### src/rtl/pipeline_trace_buffer_pkg.sv
// Shared encodings for the pipeline retire-trace buffer: capture modes, control states,
// and the mode-to-state mapping used on entry and after a clear.
package pipeline_trace_buffer_pkg;

    typedef enum logic [1:0] {
        MODE_OFF       = 2'b00,
        MODE_CONT      = 2'b01,
        MODE_STOP_FULL = 2'b10,
        MODE_TRIGGER   = 2'b11
    } mode_e;

    typedef enum logic [2:0] {
        ST_IDLE   = 3'd0,
        ST_RUN    = 3'd1,
        ST_ARMED  = 3'd2,
        ST_POST   = 3'd3,
        ST_FROZEN = 3'd4
    } state_e;

    localparam int RD_W = 5;

    function automatic state_e state_for_mode(input logic [1:0] mode);
        case (mode)
            MODE_OFF:       return ST_IDLE;
            MODE_CONT:      return ST_RUN;
            MODE_STOP_FULL: return ST_RUN;
            MODE_TRIGGER:   return ST_ARMED;
            default:        return ST_IDLE;
        endcase
    endfunction

endpackage

### src/rtl/pipeline_trace_buffer_ring_ram.sv
// Trace entry storage: one synchronous write port, one asynchronous read port.
// Contents are not reset; the control logic masks entries that are not valid.
module pipeline_trace_buffer_ring_ram #(
    parameter int DEPTH = 16,
    parameter int WIDTH = 69
) (
    input  logic                     clk,
    input  logic                     we,
    input  logic [$clog2(DEPTH)-1:0] waddr,
    input  logic [WIDTH-1:0]         wdata,
    input  logic [$clog2(DEPTH)-1:0] raddr,
    output logic [WIDTH-1:0]         rdata
);

    logic [WIDTH-1:0] mem [DEPTH];

    // Storage write on the capture edge
    always_ff @(posedge clk) begin
        if (we) begin
            mem[waddr] <= wdata;
        end
    end

    assign rdata = mem[raddr];

endmodule

### src/rtl/pipeline_trace_buffer.sv
// Retire-trace ring buffer with capture modes and saturating event counters.
// Entries are packed {pc, rd, data} and drain oldest-first through a valid/ready port.
module pipeline_trace_buffer
    import pipeline_trace_buffer_pkg::*;
#(
    parameter int XLEN      = 32,
    parameter int DEPTH     = 16,
    parameter int POST_TRIG = 8,
    parameter int CNT_W     = 32
) (
    input  logic                       clk,
    input  logic                       reset,
    input  logic [1:0]                 mode,
    input  logic                       clear,
    input  logic [XLEN-1:0]            trig_pc,
    input  logic                       wb_valid,
    input  logic [XLEN-1:0]            wb_pc,
    input  logic [RD_W-1:0]            wb_rd,
    input  logic [XLEN-1:0]            wb_data,
    input  logic                       stall,
    input  logic                       branch_taken,
    input  logic [1:0]                 fwd_a,
    input  logic [1:0]                 fwd_b,
    output logic                       rd_valid,
    input  logic                       rd_ready,
    output logic [XLEN-1:0]            rd_pc,
    output logic [RD_W-1:0]            rd_rd,
    output logic [XLEN-1:0]            rd_data,
    output logic [$clog2(DEPTH):0]     count,
    output logic                       full,
    output logic                       frozen,
    output logic                       overflow,
    output logic [CNT_W-1:0]           cnt_retire,
    output logic [CNT_W-1:0]           cnt_stall,
    output logic [CNT_W-1:0]           cnt_branch,
    output logic [CNT_W-1:0]           cnt_fwd
);

    localparam int AW = $clog2(DEPTH);
    localparam int CW = AW + 1;
    localparam int EW = 2 * XLEN + RD_W;
    localparam int PW = $clog2(POST_TRIG + 1);
    localparam logic [CW-1:0] DEPTH_C = CW'(DEPTH);

    state_e          state_r;
    logic [AW-1:0]   wr_ptr_r;
    logic [AW-1:0]   rd_ptr_r;
    logic [CW-1:0]   count_r;
    logic [PW-1:0]   post_cnt_r;
    logic            overflow_r;
    logic [CNT_W-1:0] cnt_retire_r, cnt_stall_r, cnt_branch_r, cnt_fwd_r;

    logic            active_s, rd_valid_s, full_s, do_write_s, do_pop_s;
    logic            trig_hit_s, reaches_full_s;
    logic [EW-1:0]   rd_entry_s;

    function automatic logic [CNT_W-1:0] sat_inc(input logic [CNT_W-1:0] v, input logic ev);
        if (ev && (v != {CNT_W{1'b1}})) begin
            return v + CNT_W'(1);
        end else begin
            return v;
        end
    endfunction

    assign active_s    = (state_r == ST_RUN) || (state_r == ST_ARMED) || (state_r == ST_POST);
    assign rd_valid_s  = (count_r != {CW{1'b0}});
    assign full_s      = (count_r == DEPTH_C);
    assign do_write_s  = active_s && wb_valid;
    assign do_pop_s    = rd_valid_s && rd_ready;
    assign trig_hit_s  = do_write_s && (wb_pc == trig_pc);
    // Count lands on DEPTH after this edge: a paired pop keeps it level only when already full
    assign reaches_full_s = do_write_s && (full_s || (!do_pop_s && (count_r == DEPTH_C - CW'(1))));

    pipeline_trace_buffer_ring_ram #(
        .DEPTH (DEPTH),
        .WIDTH (EW)
    ) u_ram (
        .clk   (clk),
        .we    (do_write_s && !clear),
        .waddr (wr_ptr_r),
        .wdata ({wb_pc, wb_rd, wb_data}),
        .raddr (rd_ptr_r),
        .rdata (rd_entry_s)
    );

    // Capture control state and post-trigger countdown
    always_ff @(posedge clk or negedge reset) begin
        if (!reset) begin
            state_r    <= ST_IDLE;
            post_cnt_r <= {PW{1'b0}};
        end else if (clear) begin
            state_r    <= state_for_mode(mode);
            post_cnt_r <= {PW{1'b0}};
        end else begin
            case (state_r)
                ST_IDLE: state_r <= state_for_mode(mode);
                ST_RUN: begin
                    if (mode == MODE_OFF) begin
                        state_r <= ST_IDLE;
                    end else if ((mode == MODE_STOP_FULL) && reaches_full_s) begin
                        state_r <= ST_FROZEN;
                    end else begin
                        state_r <= state_for_mode(mode);
                    end
                end
                ST_ARMED: begin
                    if (mode == MODE_OFF) begin
                        state_r <= ST_IDLE;
                    end else if (trig_hit_s) begin
                        // The trigger entry itself is the first of the post-trigger window
                        if (POST_TRIG == 1) begin
                            state_r <= ST_FROZEN;
                        end else begin
                            state_r    <= ST_POST;
                            post_cnt_r <= PW'(POST_TRIG - 1);
                        end
                    end else begin
                        state_r <= state_for_mode(mode);
                    end
                end
                ST_POST: begin
                    if (do_write_s) begin
                        post_cnt_r <= post_cnt_r - PW'(1);
                        if (post_cnt_r == PW'(1)) begin
                            state_r <= ST_FROZEN;
                        end
                    end
                end
                ST_FROZEN: state_r <= ST_FROZEN;
                default:   state_r <= ST_IDLE;
            endcase
        end
    end

    // Ring pointers, occupancy and sticky overflow
    always_ff @(posedge clk or negedge reset) begin
        if (!reset) begin
            wr_ptr_r   <= {AW{1'b0}};
            rd_ptr_r   <= {AW{1'b0}};
            count_r    <= {CW{1'b0}};
            overflow_r <= 1'b0;
        end else if (clear) begin
            wr_ptr_r   <= {AW{1'b0}};
            rd_ptr_r   <= {AW{1'b0}};
            count_r    <= {CW{1'b0}};
            overflow_r <= 1'b0;
        end else begin
            if (do_write_s) begin
                wr_ptr_r <= wr_ptr_r + AW'(1);
            end
            // A write into a full ring without a pop pushes the oldest entry out
            if (do_pop_s || (do_write_s && full_s)) begin
                rd_ptr_r <= rd_ptr_r + AW'(1);
            end
            if (do_write_s && full_s && !do_pop_s) begin
                overflow_r <= 1'b1;
            end
            if (do_write_s && !do_pop_s && !full_s) begin
                count_r <= count_r + CW'(1);
            end else if (!do_write_s && do_pop_s) begin
                count_r <= count_r - CW'(1);
            end
        end
    end

    // Saturating event counters, live only while capturing
    always_ff @(posedge clk or negedge reset) begin
        if (!reset) begin
            cnt_retire_r <= {CNT_W{1'b0}};
            cnt_stall_r  <= {CNT_W{1'b0}};
            cnt_branch_r <= {CNT_W{1'b0}};
            cnt_fwd_r    <= {CNT_W{1'b0}};
        end else if (clear) begin
            cnt_retire_r <= {CNT_W{1'b0}};
            cnt_stall_r  <= {CNT_W{1'b0}};
            cnt_branch_r <= {CNT_W{1'b0}};
            cnt_fwd_r    <= {CNT_W{1'b0}};
        end else if (active_s) begin
            cnt_retire_r <= sat_inc(cnt_retire_r, wb_valid);
            cnt_stall_r  <= sat_inc(cnt_stall_r, stall);
            cnt_branch_r <= sat_inc(cnt_branch_r, branch_taken);
            cnt_fwd_r    <= sat_inc(cnt_fwd_r, (fwd_a != 2'b00) || (fwd_b != 2'b00));
        end
    end

    // Read port shows nothing unless an entry is held, so stale RAM never leaks out
    always_comb begin
        if (rd_valid_s) begin
            rd_pc   = rd_entry_s[EW-1 -: XLEN];
            rd_rd   = rd_entry_s[XLEN+RD_W-1 -: RD_W];
            rd_data = rd_entry_s[XLEN-1:0];
        end else begin
            rd_pc   = {XLEN{1'b0}};
            rd_rd   = {RD_W{1'b0}};
            rd_data = {XLEN{1'b0}};
        end
    end

    assign rd_valid   = rd_valid_s;
    assign count      = count_r;
    assign full       = full_s;
    assign frozen     = (state_r == ST_FROZEN);
    assign overflow   = overflow_r;
    assign cnt_retire = cnt_retire_r;
    assign cnt_stall  = cnt_stall_r;
    assign cnt_branch = cnt_branch_r;
    assign cnt_fwd    = cnt_fwd_r;

endmodule
### config.mk
export PLATFORM = sky130hd
export DESIGN_NAME = pipeline_trace_buffer
export DESIGN_NICKNAME = d
export VERILOG_FILES = /design/src/rtl/pipeline_trace_buffer_pkg.sv /design/src/rtl/pipeline_trace_buffer_ring_ram.sv /design/src/rtl/pipeline_trace_buffer.sv
export SDC_FILE = /design/constraint.sdc
export NUM_CORES = 1
export LEC_CHECK = 0
export CORE_UTILIZATION = 23
export CTS_CLUSTER_DIAMETER = 50
export DETAILED_ROUTE_END_ITERATION = 16
export GPL_ROUTABILITY_DRIVEN = 0
export SYNTH_ARGS = -nofsm -noshare
export SYNTH_HDL_FRONTEND = slang
export SYNTH_SLANG_ARGS = --single-unit
### constraint.sdc
create_clock -name clk -period 17.3 [get_ports clk]
set_input_delay 1.73 -clock clk [delete_from_list [all_inputs] [get_ports clk]]
set_output_delay 1.73 -clock clk [all_outputs]
set_load 0.05 [all_outputs]
==> flow_summary.ini <==
[power]
vdd_drop_max_v = 0.000139
power.density_mw_per_mm2 = 133
p_leak_nw = 19.2

[placed_design]
numPortBuffers = 319
pre_cts_slack_ns = 9.77
placed_cell_area_mm2 = 0.0576
hpwl_um = 79800

[layout]
fin_area_mm2 = 0.0627
syn_to_final_growth_pct = 23.6
drive_gt1_frac = 0.222
num-fill-cells = 21614
nets = 3160

[setup_path]
critical_path.startpoint_type = flip-flop
critPathMaxFanout = 66
slowest_delay_ns = 1.07
cp-end-kind = primary output
worst_ep_arrival_time_ns = 6.59
critPathMostFrequentCell = buf_4
path_cells = buf_4 -> buf_4 -> buf_4 -> mux4_2 -> mux4_2 -> and2_1 -> clkdlybuf4s50_1
required_ns = 15.57
path_class = flip-flop to primary output
crit_path_top_delay_cell = dfrtp_4

[detailed_routing]
vias_per_cell = 4.53
firstDrtPassIters = 5
drc_errors = 0
routed_wl_um = 142000
dr_total_vias = 27325
first_iter_violations = 2459
ant_nets = 0
routedWlPerCell_um = 23.5

[die]
coreArea_mm2 = 0.220
io_pins = 320
start_util = 0.231
die_height_um = 472
die_area_mm2 = 0.223
num_rows = 172
die_x_um = 472

[yosys]
yosysSeqAreaShare = 0.727
syn_area_mm2 = 0.0507
synth_flop_cell = edfxtp_1
async_flop_share = 0.119
synth.distinct_cells = 65
synthCells = 2627
synth_enable_flop_cells = 1104
ys_ff_latch = 1253
avgSynthCellArea_um2 = 19.3
synth_warnings = 0
synth_nets = 2760

[sta]
slew_headroom = 0.157
finalCriticalPeriod_ns = 8.32
rsz0062_at_grt = false
final_max_slew_viol_count = 0
fmax_mhz = 120
tns_ns = 0
layout_setup_ws_ns = 8.98
timing.final.crit_share = 0.481
setup_viol = 0
worstMarginPinSlew_ns = 1.26
hold_violations = 0
skew_ns = 0.0450

[global_route]
grt_start_max_net_pins = 88
grt_pass1_vias = 27986
grt_antenna_before_repair = 25
grt_pass1_wl_um = 203000
overflow = 0
track_usage = 0.126

[clock_tree]
cts_buffers = 154
clock_tree.buffer_depth = 3
cts_resized = 0
cts_sinks = 1253
clk_latency_ns = 0.83
cts_tree = yes
cts_setup_buffers = 0
cts-root-buf = clkbuf_16
clk_pin_slew_worst_paths_ns = 0.06
postCtsHoldBufs = 0
h-tree-depth = 4

[status]
outcome = completed

[min_path]
hp-class = flip-flop to flip-flop

[job]
cap_violations = 0
==> critical path: cells and delay by family, from the launching register on <==
family,cells,cell delay (ns)
DFF,1,1.07
buffers and inverters,4,3.27
and+or+nand+nor,1,0.19
muxes,2,0.96
==> metrics by stage <==
| stage | hold slack, ns | util | std cells | power [mW] |
|---|---|---|---|---|
| after global placement | 0.483 | 0.262 | 5742 | 5.29 |
| after floorplan | 0.544 | - | 2627 | 4.65 |
| after CTS | 0.497 | 0.286 | 6026 | 8.50 |
| after detailed placement | 0.485 | 0.262 | 5742 | 5.30 |
| after global routing | 0.532 | 0.286 | 6029 | 8.67 |
| final | 0.497 | 0.286 | 6030 | 8.35 |
==> kinds of logic (layout without fill, tap and decap cells) <==
family,after synthesis,after routing,synth area share
XOR/XNOR,57,57,0.00984
flip-flops,1253,1253,0.727
adder cells (fa/ha/maj),19,19,0.00483
AO/OA/AOI/OAI,245,245,0.0297
buffers and inverters,156,684,0.0120
AND/OR/NAND/NOR,532,532,0.0595
other,0,4,0
multiplexers,365,365,0.157
==> registers in the layout (all words and copies together) (netlist names) <==
name,flops
u_ram.mem,1104
cnt_branch,32
cnt_fwd,32
cnt_retire,32
cnt_stall,32
count,5
post_cnt_r,4
rd_ptr_r,4
wr_ptr_r,4
state_r,3
overflow,1
==> report_power, final <==
group	switching, mW	internal, mW
logic	1.06	0.743
clock network	1.37	1.80
registers	0.0548	3.33
total	2.48	5.87
==> per-layer routing <==
metal	wire length (µm)	vias up	share of wire	global-route usage
li1	-	11716	-	-
met1	59300	14588	0.42	0.161
met2	70900	801	0.50	0.213
met3	8340	206	0.059	0.0276
met4	3090	14	0.022	0.0382
met5	92	-	0.00065	0
==> path summary, 6_finish.rpt <==
kind	startpoint	to	slack, ns	cells after the start
setup / recovery	rd_ptr_r[1]$_DFFE_PN0P_	rd_pc[10]	8.98	7
hold / removal	overflow$_DFFE_PN0P_	overflow$_DFFE_PN0P_	0.50	1
setup reg to reg	state_r[0]$_DFFE_PN0P_	u_ram.mem[6][49]$_DFFE_PP_	13.03	7
hold reg to reg	overflow$_DFFE_PN0P_	overflow$_DFFE_PN0P_	0.50	1
max in group asynchronous	reset	rd_ptr_r[0]$_DFFE_PN0P_	14.74	2
min in group asynchronous	reset	cnt_branch[11]$_DFFE_PN0P_	1.04	1
==> area by class of cell <==
class                           instances  area [µm²]  area share
Sequential cell                      1253       36900       0.588
Multi-Input combinational cell       1218       13400       0.213
Clock buffer                          176        3960      0.0631
Timing Repair Buffer                  379        3650      0.0583
Tap cell                             2871        3590      0.0573
Clock inverter                        108        1150      0.0184
Inverter                               21        78.8     0.00126
Antenna cell                            4        10.0    0.000160
==> cells in the final DEF, fill, tap and decap left out, types with 23 or more instances in the layout <==
cell	instances
edfxtp_1	1104
mux4_2	345
clkdlybuf4s50_1	317
clkbuf_16	154
dfrtp_1	145
a21oi_1	101
and2_1	77
nand2_1	68
nor2_1	65
nand3_1	60
buf_4	60
o21ai_0	52
nand4_1	51
or3_1	49
xnor2_1	48
o31ai_1	37
or4_1	37
clkinv_1	24
clkinv_2	23
==> cell usage after synthesis (6+ instances only) <==
master     count  area (µm²)
a2111oi_0      6        52.6
a21oi_1      101         505
a31o_2         7        61.3
and2_1        77         482
and3_1        18         113
and4_1        21         184
buf_1         28         105
buf_2          6        30.0
clkbuf_1      98         368
dfrtp_1      149        3730
edfxtp_1    1104       33200
ha_1          18         225
inv_1         21        78.8
mux2_2        12         135
mux2i_1        8        80.1
mux4_2       345        7770
nand2_1       68         255
nand3_1       60         300
nand4_1       51         319
nor2_1        77         289
nor2b_1       14        87.6
nor3_1        11        55.1
nor4_1        25         156
o21a_1         9        67.6
o21ai_0       52         260
o31ai_1       37         278
or3_1         50         313
or4_1         37         278
xnor2_1       48         420
xor2_1         9        78.8
No activity file was read; power rests on OpenSTA's default activity.
